$ cat config.mk
export PLATFORM = sky130hd
export DESIGN_NAME = hazard_ctrl
export DESIGN_NICKNAME = d
export VERILOG_FILES = /design/src/rtl/pipe_ctrl_pkg.sv /design/src/rtl/hz_scoreboard.sv /design/src/rtl/hazard_ctrl.sv
export SDC_FILE = /design/constraint.sdc
export NUM_CORES = 1
export LEC_CHECK = 0
export CAP_MARGIN = 20
export CORE_MARGIN = 1
export CORE_UTILIZATION = 53
export DETAILED_ROUTE_END_ITERATION = 8
export PLACE_DENSITY = 0.83
export SYNTH_ARGS = -nofsm -noshare
export SYNTH_HDL_FRONTEND = slang
export SYNTH_HIERARCHICAL = 1
export SYNTH_SLANG_ARGS = --single-unit
$ cat constraint.sdc
create_clock -name clk -period 9.94 [get_ports clk]
set_clock_uncertainty 0.15 [all_clocks]
set_input_delay 1.988 -clock clk [delete_from_list [all_inputs] [get_ports clk]]
set_output_delay 1.988 -clock clk [all_outputs]
set_load 0.02 [all_outputs]
$ cat src/rtl/pipe_ctrl_pkg.sv
// Shared definitions for the pipeline hazard controller: latency defaults,
// register index type, enable-vector bit positions and the per-cycle event kind.
package pipe_ctrl_pkg;

    localparam int INT_LAT_DEF = 4;
    localparam int FP_LAT_DEF  = 6;
    localparam int NREG_DEF    = 8;
    localparam int CNT_W       = 3;

    typedef logic [2:0]       reg_idx_t;
    typedef logic [CNT_W-1:0] cnt_t;

    // int_we bit positions (ID_EX is the pipe head)
    localparam int IW_ID_EX   = 0;
    localparam int IW_EX_WBTL = 1;
    localparam int IW_WBTL_C  = 2;
    localparam int IW_C_WB    = 3;
    localparam int INT_STAGES = 4;

    // fp_we bit positions (D_F1 is the pipe head)
    localparam int FW_D_F1    = 0;
    localparam int FW_F1_F2   = 1;
    localparam int FW_F2_F3   = 2;
    localparam int FW_F3_F4   = 3;
    localparam int FW_F4_F5   = 4;
    localparam int FW_F5_WB   = 5;
    localparam int FP_STAGES  = 6;

    // What the controller does with the ID instruction this cycle
    typedef enum logic [2:0] {
        EV_FROZEN,
        EV_FLUSH,
        EV_IDLE,
        EV_STALL,
        EV_ISSUE
    } ev_t;

endpackage

$ cat src/rtl/hz_scoreboard.sv
// Register scoreboard and write-port reservation table for hazard_ctrl.
// Per register: countdown to register-file write (and, with HAZ_FWD_EN,
// the producer pipe). Write port: one reservation bit per future cycle plus
// a parallel owner bit that selects which pipe drives the port.
// Optional build macro: HAZ_FWD_EN (integer results forwarded from C stage).
module hz_scoreboard
    import pipe_ctrl_pkg::*;
#(
    parameter int INT_LAT = INT_LAT_DEF,
    parameter int FP_LAT  = FP_LAT_DEF,
    parameter int NREG    = NREG_DEF
) (
    input  logic     clk,
    input  logic     rst_n,
    input  logic     adv,
    input  logic     ins_en,
    input  logic     id_is_fp,
    input  reg_idx_t id_rs_a,
    input  reg_idx_t id_rs_b,
    input  logic     id_use_a,
    input  logic     id_use_b,
    input  reg_idx_t id_rd,
    input  logic     id_wr,
    output logic     hz_raw,
    output logic     hz_waw,
    output logic     hz_slot,
    output logic     wb_fp_sel
);

    localparam cnt_t INT_L = cnt_t'(INT_LAT);
    localparam cnt_t FP_L  = cnt_t'(FP_LAT);
    // An FP write always lands beyond every existing reservation, so only an
    // integer issue can meet an occupied slot.
    localparam int   SLOT_CHK      = (INT_LAT < FP_LAT) ? INT_LAT : FP_LAT - 1;
    localparam logic INT_CAN_CLASH = (INT_LAT < FP_LAT) ? 1'b1 : 1'b0;

    cnt_t              cnt_q [NREG];
    logic [FP_LAT-1:0] slot_q;
    logic [FP_LAT-1:0] owner_q;
    cnt_t              own_lat;
    cnt_t              slot_idx;
`ifdef HAZ_FWD_EN
    logic [NREG-1:0]   fp_q;
`endif

    function automatic cnt_t cnt_dec(input cnt_t c);
        return (c == '0) ? c : c - cnt_t'(1);
    endfunction

    // A source is unsafe until its producer writes this cycle (write-first file)
    function automatic logic src_busy(input reg_idx_t r);
`ifdef HAZ_FWD_EN
        if (fp_q[r])
            return cnt_q[r] > cnt_t'(1);
        else
            return cnt_q[r] > (INT_L - cnt_t'(1));
`else
        return cnt_q[r] > cnt_t'(1);
`endif
    endfunction

    assign own_lat   = id_is_fp ? FP_L : INT_L;
    assign slot_idx  = own_lat - cnt_t'(1);
    assign hz_raw    = (id_use_a & src_busy(id_rs_a)) | (id_use_b & src_busy(id_rs_b));
    assign hz_waw    = id_wr & (cnt_q[id_rd] >= own_lat);
    assign hz_slot   = id_wr & ~id_is_fp & INT_CAN_CLASH & slot_q[SLOT_CHK];
    assign wb_fp_sel = owner_q[0];

    // Countdowns tick on every unfrozen cycle; an issue reloads its destination
    always_ff @(posedge clk or negedge rst_n) begin
        if (!rst_n) begin
            for (int r = 0; r < NREG; r++) cnt_q[r] <= '0;
        end else if (adv) begin
            for (int r = 0; r < NREG; r++) cnt_q[r] <= cnt_dec(cnt_q[r]);
            if (ins_en && id_wr) cnt_q[id_rd] <= own_lat;
        end
    end

`ifdef HAZ_FWD_EN
    // Producer pipe of the most recent write to each register
    always_ff @(posedge clk or negedge rst_n) begin
        if (!rst_n) begin
            fp_q <= '0;
        end else if (adv && ins_en && id_wr) begin
            fp_q[id_rd] <= id_is_fp;
        end
    end
`endif

    // Reservation and owner bits walk toward index 0, the write cycle itself
    always_ff @(posedge clk or negedge rst_n) begin
        if (!rst_n) begin
            slot_q  <= '0;
            owner_q <= '0;
        end else if (adv) begin
            slot_q  <= slot_q >> 1;
            owner_q <= owner_q >> 1;
            if (ins_en && id_wr) begin
                slot_q[slot_idx]  <= 1'b1;
                owner_q[slot_idx] <= id_is_fp;
            end
        end
    end

endmodule

$ cat src/rtl/hazard_ctrl.sv
// Issue/stall/flush controller for a dual (integer + FP) pipeline sharing one
// register-file write port. Decides each cycle, combinationally, whether the
// ID instruction issues, stalls, is flushed, or everything freezes.
// Optional build macro: HAZ_FWD_EN (integer RAW relaxed by C-stage forwarding).
module hazard_ctrl
    import pipe_ctrl_pkg::*;
#(
    parameter int INT_LAT = INT_LAT_DEF,
    parameter int FP_LAT  = FP_LAT_DEF,
    parameter int NREG    = NREG_DEF
) (
    input  logic                  clk,
    input  logic                  rst_n,
    input  logic                  id_valid,
    input  logic                  id_is_fp,
    input  logic [2:0]            id_rs_a,
    input  logic [2:0]            id_rs_b,
    input  logic                  id_use_a,
    input  logic                  id_use_b,
    input  logic [2:0]            id_rd,
    input  logic                  id_wr,
    input  logic                  mem_stall,
    input  logic                  br_flush,
    output logic                  pc_we,
    output logic                  if_id_we,
    output logic [INT_STAGES-1:0] int_we,
    output logic [FP_STAGES-1:0]  fp_we,
    output logic                  id_ex_bubble,
    output logic                  d_f1_bubble,
    output logic                  if_id_flush,
    output logic                  wb_fp_sel,
    output logic [15:0]           stall_cnt
);

    logic flush_pend;
    logic flush_now;
    logic hz_raw, hz_waw, hz_slot, hazard;
    logic issue;
    logic sb_wb_fp;
    ev_t  ev;

    function automatic logic [15:0] sat_inc(input logic [15:0] v);
        return (v == 16'hFFFF) ? v : v + 16'd1;
    endfunction

    hz_scoreboard #(
        .INT_LAT (INT_LAT),
        .FP_LAT  (FP_LAT),
        .NREG    (NREG)
    ) u_sb (
        .clk       (clk),
        .rst_n     (rst_n),
        .adv       (~mem_stall),
        .ins_en    (issue),
        .id_is_fp  (id_is_fp),
        .id_rs_a   (id_rs_a),
        .id_rs_b   (id_rs_b),
        .id_use_a  (id_use_a),
        .id_use_b  (id_use_b),
        .id_rd     (id_rd),
        .id_wr     (id_wr),
        .hz_raw    (hz_raw),
        .hz_waw    (hz_waw),
        .hz_slot   (hz_slot),
        .wb_fp_sel (sb_wb_fp)
    );

    assign flush_now = br_flush | flush_pend;
    assign hazard    = hz_raw | hz_waw | hz_slot;
    assign issue     = (ev == EV_ISSUE);

    // Event priority: freeze, then flush, then empty ID, then hazard, else issue
    always_comb begin
        ev = EV_ISSUE;
        if (mem_stall)      ev = EV_FROZEN;
        else if (flush_now) ev = EV_FLUSH;
        else if (!id_valid) ev = EV_IDLE;
        else if (hazard)    ev = EV_STALL;
    end

    // Enable/bubble decode; every pipe register moves unless frozen or in reset
    always_comb begin
        pc_we        = 1'b0;
        if_id_we     = 1'b0;
        int_we       = '0;
        fp_we        = '0;
        id_ex_bubble = 1'b0;
        d_f1_bubble  = 1'b0;
        if_id_flush  = 1'b0;
        wb_fp_sel    = rst_n & sb_wb_fp;
        if (rst_n && ev != EV_FROZEN) begin
            int_we[IW_ID_EX]   = 1'b1;
            int_we[IW_EX_WBTL] = 1'b1;
            int_we[IW_WBTL_C]  = 1'b1;
            int_we[IW_C_WB]    = 1'b1;
            fp_we[FW_D_F1]     = 1'b1;
            fp_we[FW_F1_F2]    = 1'b1;
            fp_we[FW_F2_F3]    = 1'b1;
            fp_we[FW_F3_F4]    = 1'b1;
            fp_we[FW_F4_F5]    = 1'b1;
            fp_we[FW_F5_WB]    = 1'b1;
            unique case (ev)
                EV_FLUSH: begin
                    pc_we        = 1'b1;
                    if_id_we     = 1'b1;
                    if_id_flush  = 1'b1;
                    id_ex_bubble = 1'b1;
                    d_f1_bubble  = 1'b1;
                end
                EV_IDLE: begin
                    pc_we        = 1'b1;
                    if_id_we     = 1'b1;
                    id_ex_bubble = 1'b1;
                    d_f1_bubble  = 1'b1;
                end
                EV_STALL: begin
                    id_ex_bubble = 1'b1;
                    d_f1_bubble  = 1'b1;
                end
                EV_ISSUE: begin
                    pc_we        = 1'b1;
                    if_id_we     = 1'b1;
                    id_ex_bubble = id_is_fp;
                    d_f1_bubble  = ~id_is_fp;
                end
                default: ;
            endcase
        end
    end

    // A flush seen while frozen is held until the pipeline can move again
    always_ff @(posedge clk or negedge rst_n) begin
        if (!rst_n) begin
            flush_pend <= 1'b0;
        end else if (mem_stall) begin
            flush_pend <= flush_pend | br_flush;
        end else begin
            flush_pend <= 1'b0;
        end
    end

    // Count hazard-stalled cycles, saturating
    always_ff @(posedge clk or negedge rst_n) begin
        if (!rst_n) begin
            stall_cnt <= '0;
        end else if (ev == EV_STALL) begin
            stall_cnt <= sat_inc(stall_cnt);
        end
    end

endmodule
==> results.py <==
metrics = {
    "critical_path": {
        "required_ps": 7800,
        "end_kind": "output pin",
        "crit_type": "input port to output pin",
        "regToRegSetupSlack_ps": 6260,
        "critical_path_arrival_ps": 5630,
        "worstPathMaxFanout": 15,
        "worstRegToRegCells": 15,
        "cp-start-kind": "input port",
        "r2r_end": "u_sb/cnt_q[22]",
        "r2r_start": "u_sb/cnt_q[1]",
    },
    "logic_synthesis": {
        "yosysWarningCount": 6,
        "avgSynthCellArea_um2": 9.55,
        "yosysSeqAreaShare": 0.356,
        "synth_cells": 346,
        "synth_area_um2": 3300,
        "ys_ff_latch": 47,
        "synth_edf_count": 0,
        "ys_types": 61,
        "syn-num-nets": 390,
        "synth-main-ff-cell": "dfrtp_1",
        "ys_async_sr_fraction": 1.00,
    },
    "drt": {
        "num_vias": 2730,
        "ant_nets": 0,
        "drc": 0,
        "wl_per_cell_um": 16.5,
        "drtIter0Drc": 245,
        "drt-total-wl_um": 7540,
        "dr.pass1.iters": 7,
        "routed_via_density": 5.96,
    },
    "cts": {
        "cts_resized": 0,
        "cts.clk_slew.worst_paths_ps": 100,
        "htree_num_levels": 2,
        "post_cts.repair.setup_buffers": 0,
        "cts_tree": "done",
        "clockRootBuffer": "clkbuf_8",
        "clk-insertion-delay-late_ps": 310,
        "clock_sinks": 47,
        "cts_hold_buf": 0,
        "numCtsBuffers": 5,
        "cts.path.max_buffers": 2,
    },
    "run_status": {
        "outcome": "finished, final reports clean",
    },
    "layout": {
        "final_common_cell": "clkdlybuf4s50_1",
        "fillCellCount": 471,
        "nNetsFinal": 426,
        "drive_above_1_share": 0.0940,
        "syn2layout_area_growth_pct": 16.8,
        "antenna_cells": 0,
        "final_cells": 458,
        "most-common-layout-cells": "48 x clkdlybuf4s50_1, 47 x dfrtp_1, 39 x inv_1",
    },
    "global_route": {
        "grt_pass1_vias": 2686,
        "grt_max_degree": 51,
        "grt-ovfl-total": 0,
        "grt_pass1_wl_um": 12400,
        "grt_usage": 0.245,
        "antenna_found_initial": 0,
    },
    "floorplanning": {
        "die_h_um": 80.9,
        "dieArea_um2": 6550,
        "row_count": 28,
        "die_w_um": 80.9,
        "start_util": 0.555,
        "core_um2": 5960,
        "io_pins": 50,
    },
    "worst_hold_path": {
        "hp-start": "u_sb/owner_q[1]",
        "hold_end": "u_sb/owner_q[1]",
        "hp-class": "register to register",
        "hold_depth": 1,
    },
    "timing": {
        "timing.final.crit_share": 0.781,
        "whs_ps": 362,
        "setup-tns-final_ps": 0,
        "max_slew.worst_pin.slew_ps": 825,
        "slew_headroom": 0.448,
        "slew_viol_final": 0,
        "rsz0062_at_grt": "no",
        "setup_viol": 0,
        "hold_viol_final": 0,
        "fmax_mhz": 129,
        "period_minus_slack_ps": 7770,
    },
    "run": {
        "cap_violations": 0,
    },
    "pwr": {
        "leakagePower_nw": 1.79,
        "power.total_mw": 0.755,
        "ir_worst_vdd_uv": 92.7,
        "power.density_nw_per_um2": 196,
    },
    "placed_design": {
        "hpwl_um": 5450,
        "placed_cells": 450,
        "place_congestion": 0.873,
        "port_buffers": 49,
    },
}
## kinds of logic after synthesis
kind of cell | count (synthesis) | synth area share
AO/OA/AOI/OAI | 65 | 0.137
XOR/XNOR | 17 | 0.0451
adder cells (fa/ha/maj) | 26 | 0.0985
buffers and inverters | 62 | 0.0924
flip-flops | 47 | 0.356
multiplexers | 16 | 0.0739
AND/OR/NAND/NOR | 113 | 0.197
## layer usage
layer  global-route usage  part of all wire  up-vias
li1                     -                 -     1273
met1                0.315              0.44     1316
met5                    0                 0        -
met2                0.413              0.49      117
met4               0.0929             0.023        0
met3               0.0404             0.054       24
## critical path, cell delays in order
cell and delay, ps:
clkdlybuf4s50_1 670, and2b_1 340, a221oi_1 330, a21oi_1 100, a221oi_2 230, ha_1 270, inv_1 60, a221o_1 110
a21oi_1 90, or3_1 450, a31oi_1 330, clkdlybuf4s50_1 670
## cell usage after synthesis, types with 2 or more instances
cell type,count,area (um2)
clkbuf_1,4,15.0
buf_2,4,20.0
ha_1,26,325
o2bb2ai_1,5,43.8
nand2_1,22,82.6
nand4_1,5,31.3
buf_4,10,75.1
nor4_1,2,12.5
mux2i_1,3,30.0
nor2_1,24,90.1
nor2_2,2,12.5
a21oi_1,11,55.1
nand3b_1,2,15.0
o21ai_0,7,35.0
xor2_1,12,105
a22o_1,4,35.0
nor4b_1,2,17.5
and3_1,3,18.8
dfrtp_1,47,1180
o21ai_1,10,50.1
o31ai_1,3,22.5
nor3_1,7,35.0
inv_1,39,146
nor3b_1,3,22.5
mux4_2,6,135
o22ai_1,2,12.5
buf_6,4,45.0
and2_1,6,37.5
nand3_1,14,70.1
a21o_1,6,45.0
and3b_1,2,17.5
mux2_2,6,67.6
o211ai_1,6,45.0
xnor2_1,5,43.8
nand2b_1,6,37.5
## through the flow
stage | util | instance area, um2 | setup slack (ps)
after floorplan | - | 3300 | 3410
after global placement | 0.628 | 3740 | 2320
after detailed placement | 0.628 | 3740 | 2240
after CTS | 0.648 | 3860 | 2230
after global routing | 0.648 | 3860 | 2010
final | 0.648 | 3860 | 2170
## worst max path at each step
stage / startpoint / to / slack (ps) / cells after the start
final: id_rd[1] / if_id_we / 2170 / 12
after detailed placement: id_rd[1] / pc_we / 2240 / 12
after floorplan: id_rd[0] / pc_we / 3410 / 13
after global routing: id_rd[2] / if_id_we / 2010 / 12
after CTS: id_rd[1] / if_id_we / 2230 / 12
after global placement: id_rd[1] / if_id_we / 2320 / 12
## cell type report
class	instances	area (um2)	share of cell area
Multi-Input combinational cell	237	1820	0.472
Sequential cell	47	1180	0.305
Timing Repair Buffer	51	500	0.130
Inverter	40	150	0.0389
Tap cell	75	93.8	0.0243
Clock buffer	5	68.8	0.0178
Clock inverter	3	47.5	0.0123
## power breakdown
part	leakage [nW]	internal (mW)	switching [mW]	total [mW]
registers	0.615	0.235	0.0472	0.282
clock network	0.0587	0.0764	0.0731	0.149
logic	1.11	0.161	0.163	0.323
total	1.79	0.472	0.283	0.755
## state kept, by name (all words and copies together), names as in the netlist
register      cells
flush_pend        1
stall_cnt        16
u_sb/cnt_q       24
u_sb/owner_q      4
u_sb/slot_q       2
No activity file was read; power rests on OpenSTA's default activity.
